[src/rtl/reg_bank_arbiter_pkg.sv]
// reg_bank_arbiter_pkg: shared state encoding and default geometry for the register bank write port
package reg_bank_arbiter_pkg;
  typedef enum logic {ST_CLEAR = 1'b0, ST_IDLE = 1'b1} state_t;
  localparam int NUM_REGS_D = 8;
  localparam int ADDR_W_D = 3;
  localparam int DATA_W_D = 16;
endpackage

[src/rtl/reg_bank_arbiter_onehot_dec.sv]
// reg_bank_arbiter_onehot_dec: row address to one-hot enable, flagging addresses that name a real row
module reg_bank_arbiter_onehot_dec #(
  parameter int NUM_REGS = 8,
  parameter int ADDR_W = 3
) (
  input  logic [ADDR_W-1:0]   addr,
  output logic [NUM_REGS-1:0] onehot,
  output logic                valid
);
  for (genvar i = 0; i < NUM_REGS; i++) begin : g_dec
    assign onehot[i] = addr == ADDR_W'(i);
  end
  assign valid = {1'b0, addr} < (ADDR_W + 1)'(NUM_REGS);
endmodule

[src/rtl/reg_bank_arbiter.sv]
// reg_bank_arbiter: round-robin write arbiter for core and debug ports with a zero-clear sweep of the bank
module reg_bank_arbiter
  import reg_bank_arbiter_pkg::*;
#(
  parameter int NUM_REGS = NUM_REGS_D,
  parameter int ADDR_W = ADDR_W_D,
  parameter int DATA_W = DATA_W_D
) (
  input  logic                clk,
  input  logic                rst,
  input  logic                a_req,
  input  logic [ADDR_W-1:0]   a_addr,
  input  logic [DATA_W-1:0]   a_data,
  output logic                a_gnt,
  input  logic                b_req,
  input  logic [ADDR_W-1:0]   b_addr,
  input  logic [DATA_W-1:0]   b_data,
  output logic                b_gnt,
  input  logic                clr_req,
  output logic [NUM_REGS-1:0] wr_en,
  output logic [DATA_W-1:0]   wr_data,
  output logic                ready,
  output logic                addr_err
);
  state_t state, state_n;
  logic [ADDR_W-1:0] cnt, cnt_n, dec_addr;
  logic last_b, last_b_n, last, pick_b, win, dec_valid;
  logic [NUM_REGS-1:0] dec_oh, en_n;
  logic [DATA_W-1:0] data_n;
  logic a_gnt_n, b_gnt_n, ready_n, err_n;
  assign last = cnt == ADDR_W'(NUM_REGS - 1);
  assign pick_b = b_req & (~a_req | ~last_b);
  assign win = (state == ST_IDLE) & ~clr_req & (a_req | b_req);
  assign dec_addr = state == ST_CLEAR ? cnt : pick_b ? b_addr : a_addr;
  reg_bank_arbiter_onehot_dec #(.NUM_REGS(NUM_REGS), .ADDR_W(ADDR_W)) u_dec (
    .addr(dec_addr),
    .onehot(dec_oh),
    .valid(dec_valid)
  );
  // next state and next registered outputs; the decoder serves the sweep row or the winner's row
  always_comb begin
    state_n = state == ST_CLEAR ? (last ? ST_IDLE : ST_CLEAR) : (clr_req ? ST_CLEAR : ST_IDLE);
    cnt_n = (state == ST_CLEAR) & ~last ? cnt + 1'b1 : '0;
    last_b_n = win ? pick_b : last_b;
    en_n = (state == ST_CLEAR) | (win & dec_valid) ? dec_oh : '0;
    data_n = state == ST_CLEAR ? '0 : win ? (pick_b ? b_data : a_data) : wr_data;
    a_gnt_n = win & ~pick_b;
    b_gnt_n = win & pick_b;
    ready_n = (state == ST_IDLE) & ~clr_req;
    err_n = win & ~dec_valid;
  end
  // all state and outputs registered; reset restarts the sweep and cancels any grant
  always_ff @(posedge clk) begin
    if (rst) begin
      state <= ST_CLEAR;
      cnt <= '0;
      last_b <= 1'b0;
      wr_en <= '0;
      wr_data <= '0;
      a_gnt <= 1'b0;
      b_gnt <= 1'b0;
      ready <= 1'b0;
      addr_err <= 1'b0;
    end else begin
      state <= state_n;
      cnt <= cnt_n;
      last_b <= last_b_n;
      wr_en <= en_n;
      wr_data <= data_n;
      a_gnt <= a_gnt_n;
      b_gnt <= b_gnt_n;
      ready <= ready_n;
      addr_err <= err_n;
    end
  end
endmodule

[config.mk]
export PLATFORM = sky130hd
export DESIGN_NAME = reg_bank_arbiter
export DESIGN_NICKNAME = d
export VERILOG_FILES = /design/src/rtl/reg_bank_arbiter_pkg.sv /design/src/rtl/reg_bank_arbiter_onehot_dec.sv /design/src/rtl/reg_bank_arbiter.sv
export SDC_FILE = /design/constraint.sdc
export NUM_CORES = 1
export LEC_CHECK = 0
export ABC_AREA = 1
export BUFFER_PORTS_ARGS = -buffer_cell sky130_fd_sc_hd__buf_2
export CAP_MARGIN = 20
export CORE_ASPECT_RATIO = 1.4
export CORE_UTILIZATION = 42
export DETAILED_ROUTE_END_ITERATION = 10
export PLACE_DENSITY = 0.74
export SLEW_MARGIN = 20
export SYNTH_ARGS = -nofsm -noshare
export SYNTH_HDL_FRONTEND = slang
export SYNTH_SLANG_ARGS = --single-unit
export TNS_END_PERCENT = 20
[constraint.sdc]
create_clock -name clk -period 1.15 [get_ports clk]
set_input_delay 0.115 -clock clk [delete_from_list [all_inputs] [get_ports clk]]
set_output_delay 0.115 -clock clk [all_outputs]
set_load 0.01 [all_outputs]
Yosys cells after proc, flatten, opt, wreduce, memory -nomap -nowiden
Index checks and enable logic that the tools add are counted.
{"block": "classes", "add_sub_neg": 1, "multipliers": 0, "n_div": 0, "order_cmp": 0, "eq_ne": 8, "shift": 0, "mux": 6, "n_bitwise": 17, "reduce_logical": 4}
{"operator": "$mux 16", "count": 1}
{"operator": "$eq 3x3->1 const B", "count": 5}
{"operator": "$not 1->1", "count": 8}
{"operator": "$and 1x1->1", "count": 6}
{"operator": "$eq 3x2->1 const B", "count": 2}
{"operator": "$mux 3", "count": 2}
{"operator": "$reduce_or 2->1", "count": 3}
{"operator": "$add 3x1->3 const B", "count": 1}
{"operator": "$eq 3x1->1 const B", "count": 1}
{"operator": "$logic_not 3->1", "count": 1}
{"operator": "$mux 1", "count": 3}
{"operator": "$or 1x1->1", "count": 3}
{"block": "word_totals", "regBits": 32, "latchBits": 0, "ram_bits": 0, "mem_bits_ro": 0, "input_bits": 43, "output_inout_bits": 28, "word_cells": 44, "n_memories": 0}

Logic depth before layout (Yosys ltp)
Gate-level depths: netlist of the first run.
{"block": "logic_depth", "ltp_word": 6, "depth_mapped": 8, "mapped_depth_nobuf": 7}

Cells and area by module
From an unflattened synthesis of the first run, not the netlist that was laid out.
{"block": "hier_totals", "cells_unflattened": 210, "area_unflattened_um2": 1565.3}
{"module": "reg_bank_arbiter", "n_inst": 1, "cells_each": 193, "area_each_um2": 1497.7, "seq_area_each_um2": 660.6}
{"module": "reg_bank_arbiter_onehot_dec", "n_inst": 1, "cells_each": 17, "area_each_um2": 67.6, "seq_area_each_um2": 0.0}

Worst setup path before layout of the first run
No wires, ideal clock.
{"block": "synth_timing", "path_kind": "reg-to-reg", "start": "reg last_b", "end": "reg wr_en[0]", "setup_ns": 0.115, "arrival_ns": 0.938, "required_time_ns": 1.035, "path_slack_ns": 0.097, "path_stages_with_launch": 9, "n_path_buf": 1, "period_less_slack_ns": 1.053, "cell_sequence": "dfxtp_1 > nand2_2 > nand2_2 > buf_2 > nand2_1 > nand3_1 > nand2_1 > nand2_1 > nor2_1"}
{"block": "synth_via", "elab_chain_cells": 6}
{"element": "start: declaration", "line": "reg_bank_arbiter.sv:27", "text": "logic last_b, last_b_n, last, pick_b, win, dec_valid;"}
{"element": "start signal: assignment", "line": "reg_bank_arbiter.sv:67", "text": "last_b <= last_b_n;"}
{"element": "$not 1->1", "line": "reg_bank_arbiter.sv:32", "text": "assign pick_b = b_req & (~a_req | ~last_b);"}
{"element": "$or 1x1->1", "line": "reg_bank_arbiter.sv:32"}
{"element": "$and 1x1->1", "line": "reg_bank_arbiter.sv:32"}
{"element": "$mux 3 (2 in series)", "line": "reg_bank_arbiter.sv:34", "text": "assign dec_addr = state == ST_CLEAR ? cnt : pick_b ? b_addr : a_addr;"}
{"element": "$logic_not 3->1", "line": "reg_bank_arbiter_onehot_dec.sv:11", "text": "assign onehot[i] = addr == ADDR_W'(i);"}
{"element": "end signal: assignment", "line": "reg_bank_arbiter.sv:68", "text": "wr_en <= en_n;"}
{"element": "end: declaration", "line": "reg_bank_arbiter.sv:20", "text": "output logic [NUM_REGS-1:0] wr_en,"}
Every way passes these cells.
A chain may end at the register's enable or synchronous reset.

Worst setup path after layout of the first run
{"block": "layout_timing", "start": "reg state", "end": "reg wr_en[1]"}
{"block": "layout_via", "elab_chain_cells": 5, "word_cells_on_any_way": 8, "cone_classes": "eq/ne: 1; mux: 1; bitwise: 5; reduce/logical: 1"}
{"element": "start: declaration", "line": "reg_bank_arbiter.sv:25", "text": "state_t state, state_n;"}
{"element": "start signal: assignment", "line": "reg_bank_arbiter.sv:65", "text": "state <= state_n;"}
{"element": "$and 1x1->1 (2 in series)", "line": "reg_bank_arbiter.sv:33", "text": "assign win = (state == ST_IDLE) & ~clr_req & (a_req | b_req);"}
{"element": "$or 1x1->1", "line": "reg_bank_arbiter.sv:45", "text": "en_n = (state == ST_CLEAR) | (win & dec_valid) ? dec_oh : '0;"}
{"element": "$not 1->1 (no line)"}
{"element": "$reduce_or 2->1 (no line)"}
Several ways; a longest one is shown, not always the timed one.

==> impl_metrics.env, run 1 <==
export IMPL_outcome="finished clean"
export IMPL_ctsHoldBuffers=0
export IMPL_rows=25
export IMPL_fin_crit_ns=1.110
export IMPL_pin_count=71
export IMPL_final_common_cell="nand2_1"
export IMPL_critical_path_required_ns=1.38
export IMPL_cts_tree="yes"
export IMPL_routed_wl_um=3732
export IMPL_cp_data_arrival_time_ns=1.34
export IMPL_post_dp_hpwl_um=2786
export IMPL_path_class="reg -> reg"
export IMPL_yosys_area_share_xor_xnor_pct=0
export IMPL_vias=1609
export IMPL_yosysWarnings=0
export IMPL_min_path_type="in -> reg"
export IMPL_io_buffers=69
export IMPL_critPathLaunchType="flip-flop"
export IMPL_grt_use_total_pct=20.62
export IMPL_p_leak_nw=1.076
export IMPL_clockBufferDepth=2
export IMPL_drive_gt1_share_pct=37.79
export IMPL_place_gp_congestion=0.8810
export IMPL_start_util_pct=44.22
export IMPL_viasPerCell=4.746
export IMPL_numClockSinks=32
export IMPL_antenna_found_initial=0
export IMPL_drv_cap=0
export IMPL_ys_seq_area_share_pct=42.88
export IMPL_r2r_cells=5
export IMPL_synthAdderAreaFrac_pct=1.675
export IMPL_finalSetupViolCount=0
export IMPL_path_max_fanout=8
export IMPL_synth_seq_cells=32
export IMPL_hold_viol=0
export IMPL_dp_slack_ns=0.03988
export IMPL_grt_pass1_wl_um=5699
export IMPL_synth_compound_area_share_pct=6.784
export IMPL_synth_top_family_by_area="simple AND/OR/NAND/NOR gates"
export IMPL_fin_ws_ns=0.03960
export IMPL_drt_first_iter_violations=25
export IMPL_final_cell_mix="83 x nand2_1, 69 x buf_2, 29 x nand3_1, 29 x dfxtp_1, 17 x a21oi_1"
export IMPL_clock_latency_ns=0.29
export IMPL_syn_area_per_cell_um2=6.791
export IMPL_nNetsFinal=343
export IMPL_synth_cell_types=19
export IMPL_ir_drop_mv=1.002
export IMPL_diodes=0
export IMPL_cts_buffers=5
export IMPL_area_growth_pct=39.45
export IMPL_synth_area_mux_share_pct=0
export IMPL_post_route_util_pct=61.67
export IMPL_fp_dieW_um=52.41
export IMPL_n_fill_cell=336
export IMPL_drcViolationCount=0
export IMPL_syn_nets=265
export IMPL_cts_root_buf="clkbuf_8"
export IMPL_fmaxAchievable_ghz=0.9006
export IMPL_synthSimpleGateAreaFrac_pct=39.87
export IMPL_setup_tns_ns=0
export IMPL_wl_per_cell_um=11.01
export IMPL_grt_max_degree=18
export IMPL_hold_slack_ns=0.06773
export IMPL_ant_nets=0
export IMPL_htreeDepth=2
export IMPL_dr_pass1_iters=4
export IMPL_path_clk_slew_ns=0.07
export IMPL_drv_slew=0
export IMPL_crit_path_end_kind="flip-flop"
export IMPL_grt_pass1_vias=1392
export IMPL_overflow=0
export IMPL_core_area_um2=3378
export IMPL_period_share_pct=96.56
export IMPL_die_h_um=72.57
export IMPL_syn_cell_area_um2=1494
export IMPL_pwr_density_cell_nw_per_um2=1194
export IMPL_hold_depth=2
export IMPL_design_die_area_um2=3803
export IMPL_skew_ns=0.005603
export IMPL_netlist_instances=220
through the flow:
stage	cell area [um2]	total power, mW	std cells
2_1_floorplan	1494	1.322	220
3_3_place_gp	1891	1.436	327
3_5_place_dp	1891	1.439	327
4_1_cts	2007	2.486	335
5_1_grt	2083	2.611	339
6_report	2083	2.487	339
final timing paths:
kind / start / end / slack (ns)
max: state / wr_en[1] / 0.04
min: clr_req / ready / 0.07
max reg2reg: state / wr_en[1] / 0.04
min reg2reg: cnt[0] / cnt[0] / 0.44
registers in the layout, indices dropped and copies added, names as in the netlist:
signal and cells:
wr_data 16, wr_en 8, cnt 3, a_gnt 1, b_gnt 1, last_b 1
ready 1, state 1
per-layer routing:
metal  global-route usage [%]  vias up  part of all wire, %
met4                    8.772        0                  1.8
met1                    22.57      708                   41
met2                    35.58       53                   50
met5                        0        -                    0
li1                         -      843                    -
met3                    6.499        5                  6.6
cells in the mapped netlist:
| library cell | instances | area (um2) |
|---|---|---|
| nand2_1 | 89 | 334.1 |
| nand2_2 | 3 | 18.77 |
| ha_1 | 2 | 25.02 |
| buf_2 | 8 | 40.04 |
| nand3_1 | 29 | 145.1 |
| nand2_4 | 1 | 11.26 |
| clkinv_4 | 1 | 8.760 |
| nor2_4 | 1 | 11.26 |
| inv_1 | 11 | 41.29 |
| or2_2 | 3 | 18.77 |
| a211oi_1 | 1 | 7.510 |
| conb_1 | 1 | 3.750 |
| buf_4 | 3 | 22.52 |
| a21oi_2 | 1 | 8.760 |
| a21oi_1 | 17 | 85.08 |
| inv_2 | 1 | 3.750 |
| dfxtp_1 | 32 | 640.6 |
| nor2_1 | 15 | 56.30 |
| buf_6 | 1 | 11.26 |
where the power goes:
group,total [mW],switching [mW],internal [mW]
registers,1.14,0.0105,1.13
logic,0.295,0.154,0.140
clock network,1.05,0.411,0.640
total,2.49,0.576,1.91
critical path, stage by stage (launching register included):
cell	delay [ns]
dfxtp_2	0.33
buf_4	0.17
or2_2	0.30
nand2_1	0.08
nand2_2	0.07
nor2_1	0.10
timing repair:
action / in CTS / in global routing
gates resized for setup: 1 / 16
gates cloned: 0 / 1
setup buffers: 0 / 3
setup endpoints to repair: 1 / 29
pin swaps: 0 / 6
layout make-up:
cell class	count	area [um2]	share of cell area (%)
clock inverters	3	42.54	2.042
flip-flops and latches	32	644.4	30.93
multi-input cells	164	769.5	36.94
repair buffers	82	454.2	21.80
well taps	40	50.05	2.402
clock buffers	5	68.82	3.303
inverters	13	53.80	2.583
kinds of logic after synthesis:
| family | count (synthesis) |
|---|---|
| simple gates | 141 |
| flops | 32 |
| buf+inv | 25 |
| compound gates | 19 |
| fa+ha+maj | 2 |
| other cells | 1 |
Power figures use the tool's default switching activity.
==> inputs of run 2 (changes only) <==
- PLACE_DENSITY: 0.74 -> 0.85
==> run 2 against run 1 <==
  * Utilization down 0.63 points
  * Critical path depth rose by 1
  * Clock skew barely moved
  * Largest power group unchanged
  * Via count decreased by 0.68%
  * Non-clock buffer count shrank 4
  * Wire length rose by 0.29%
  * Critical endpoint is now wr_data[5]
  * Fmax grew 0.70%
  * Design area fell by 1.0%
  * Critical path type unchanged
  * Combinational power decreased by 3%
  * Flip-flop and latch count stayed put
==> impl_metrics.env, run 2 (synthesis gave the netlist of run 1 again) <==
export IMPL_cts_root_buf="clkbuf_8"
export IMPL_overflow=0
export IMPL_numClockSinks=32
export IMPL_cts_tree="yes"
export IMPL_die_h_um=72.57
export IMPL_path_clk_slew_ns=0.07
export IMPL_postCtsSetupBuffers=0
export IMPL_drv_slew=0
export IMPL_period_share_pct=95.89
export IMPL_skew_ns=0.005986
export IMPL_design_die_area_um2=3803
export IMPL_core_area_um2=3378
export IMPL_post_dp_hpwl_um=2745
export IMPL_diodes=0
export IMPL_crit_path_end_kind="flip-flop"
export IMPL_regMostFlops="wr_data"
export IMPL_grt_pass1_vias=1483
export IMPL_drive_gt1_share_pct=36.39
export IMPL_fp_dieW_um=52.41
export IMPL_rsz0062_at_grt="true"
export IMPL_clockBufferDepth=2
export IMPL_ir_drop_mv=0.7670
export IMPL_finalSetupViolCount=0
export IMPL_final_cell_mix="85 x nand2_1, 69 x buf_2, 29 x dfxtp_1"
export IMPL_postPlaceCellArea_um2=1896
export IMPL_pin_count=71
export IMPL_cp_data_arrival_time_ns=1.31
export IMPL_path_max_fanout=17
export IMPL_vias=1598
export IMPL_clock_latency_ns=0.29
export IMPL_routed_wl_um=3743
export IMPL_p_leak_nw=1.064
export IMPL_drv_cap=0
export IMPL_grt_pass1_wl_um=5747
export IMPL_start_util_pct=44.22
export IMPL_fmaxAchievable_ghz=0.9069
export IMPL_place_gp_congestion=0.8865
export IMPL_critPathLaunchType="flip-flop"
export IMPL_fin_crit_ns=1.103
export IMPL_grt_max_degree=18
export IMPL_outcome="finished clean"
export IMPL_area_growth_pct=38.02
export IMPL_post_route_util_pct=61.04
export IMPL_pwr_density_cell_nw_per_um2=1211
export IMPL_io_buffers=69
export IMPL_largest_reg_flops=16
export IMPL_grt_use_total_pct=20.22
export IMPL_drcViolationCount=0
export IMPL_setup_tns_ns=0
export IMPL_ant_nets=0
export IMPL_nNetsFinal=338
export IMPL_ctsHoldBuffers=0
export IMPL_wl_per_cell_um=11.21
export IMPL_min_path_type="in -> reg"
export IMPL_dr_pass1_iters=4
export IMPL_path_class="reg -> reg"
export IMPL_largestRegisters="wr_data (16), wr_en (8), cnt (3)"
export IMPL_hold_viol=0
export IMPL_antenna_found_initial=0
export IMPL_hold_slack_ns=0.06444
export IMPL_cts_buffers=5
export IMPL_finalInstanceArea_um2=2062
export IMPL_viasPerCell=4.784
export IMPL_drt_first_iter_violations=35
export IMPL_final_common_cell="nand2_1"
export IMPL_htreeDepth=2
export IMPL_critical_path_required_ns=1.36
export IMPL_rows=25
run 2: changes by cell type in the layout (fill, tap and decap cells not counted), sizes merged:
cell and change:
buf -4, nand2 -1
run 2: path summary, 6_finish.rpt:
kind	startpoint	to	slack (ns)	cells past startpoint
min	clr_req	ready	0.06	2
max	state	wr_data[5]	0.05	6
max reg2reg	state	wr_data[5]	0.05	6
min reg2reg	cnt[0]	cnt[0]	0.44	1
run 2: where the power goes:
part           internal [mW]  leakage [nW]  switching (mW)
Sequential              1.13         0.260          0.0122
Combinational          0.135         0.750           0.151
Clock                  0.640        0.0541           0.427
Total                   1.91          1.06           0.591
run 2: cell type report:
type / instances / area [um2]
well taps: 40 / 50.05
inverters: 13 / 53.80
clock inverters: 3 / 42.54
multi-input cells: 163 / 765.7
fillers: 310 / 1316
clock buffers: 5 / 68.82
repair buffers: 78 / 436.7
flip-flops and latches: 32 / 644.4
run 2: per-layer routing:
metal / vias up / GRT usage [%] / part of all wire, %
met5: - / 0 / 0
li1: 834 / - / -
met3: 10 / 6.080 / 7.2
met1: 700 / 20.18 / 40
met2: 54 / 36.71 / 51
met4: 0 / 9.649 / 2.6
run 2: worst max-delay path: stages, from the launching register on:
cell and delay, ns:
dfxtp_2 0.36, inv_2 0.07, nor2_4 0.11, nand2_4 0.13, clkinv_4 0.15, nand2_1 0.07
a21oi_1 0.14
run 2: what timing repair did:
action / in CTS / in global routing
endpoints found under the setup margin: 5 / 27
gates resized for setup: 1 / 15
pin swaps: 0 / 6
run 2: stage by stage:
step           cells  setup slack (ns)  power, mW
2_1_floorplan    220           0.09702      1.322
3_3_place_gp     326           0.03619      1.436
3_5_place_dp     326          -0.01906      1.441
4_1_cts          334          0.004061      2.488
5_1_grt          334          -0.02108      2.586
6_report         334           0.04728      2.496
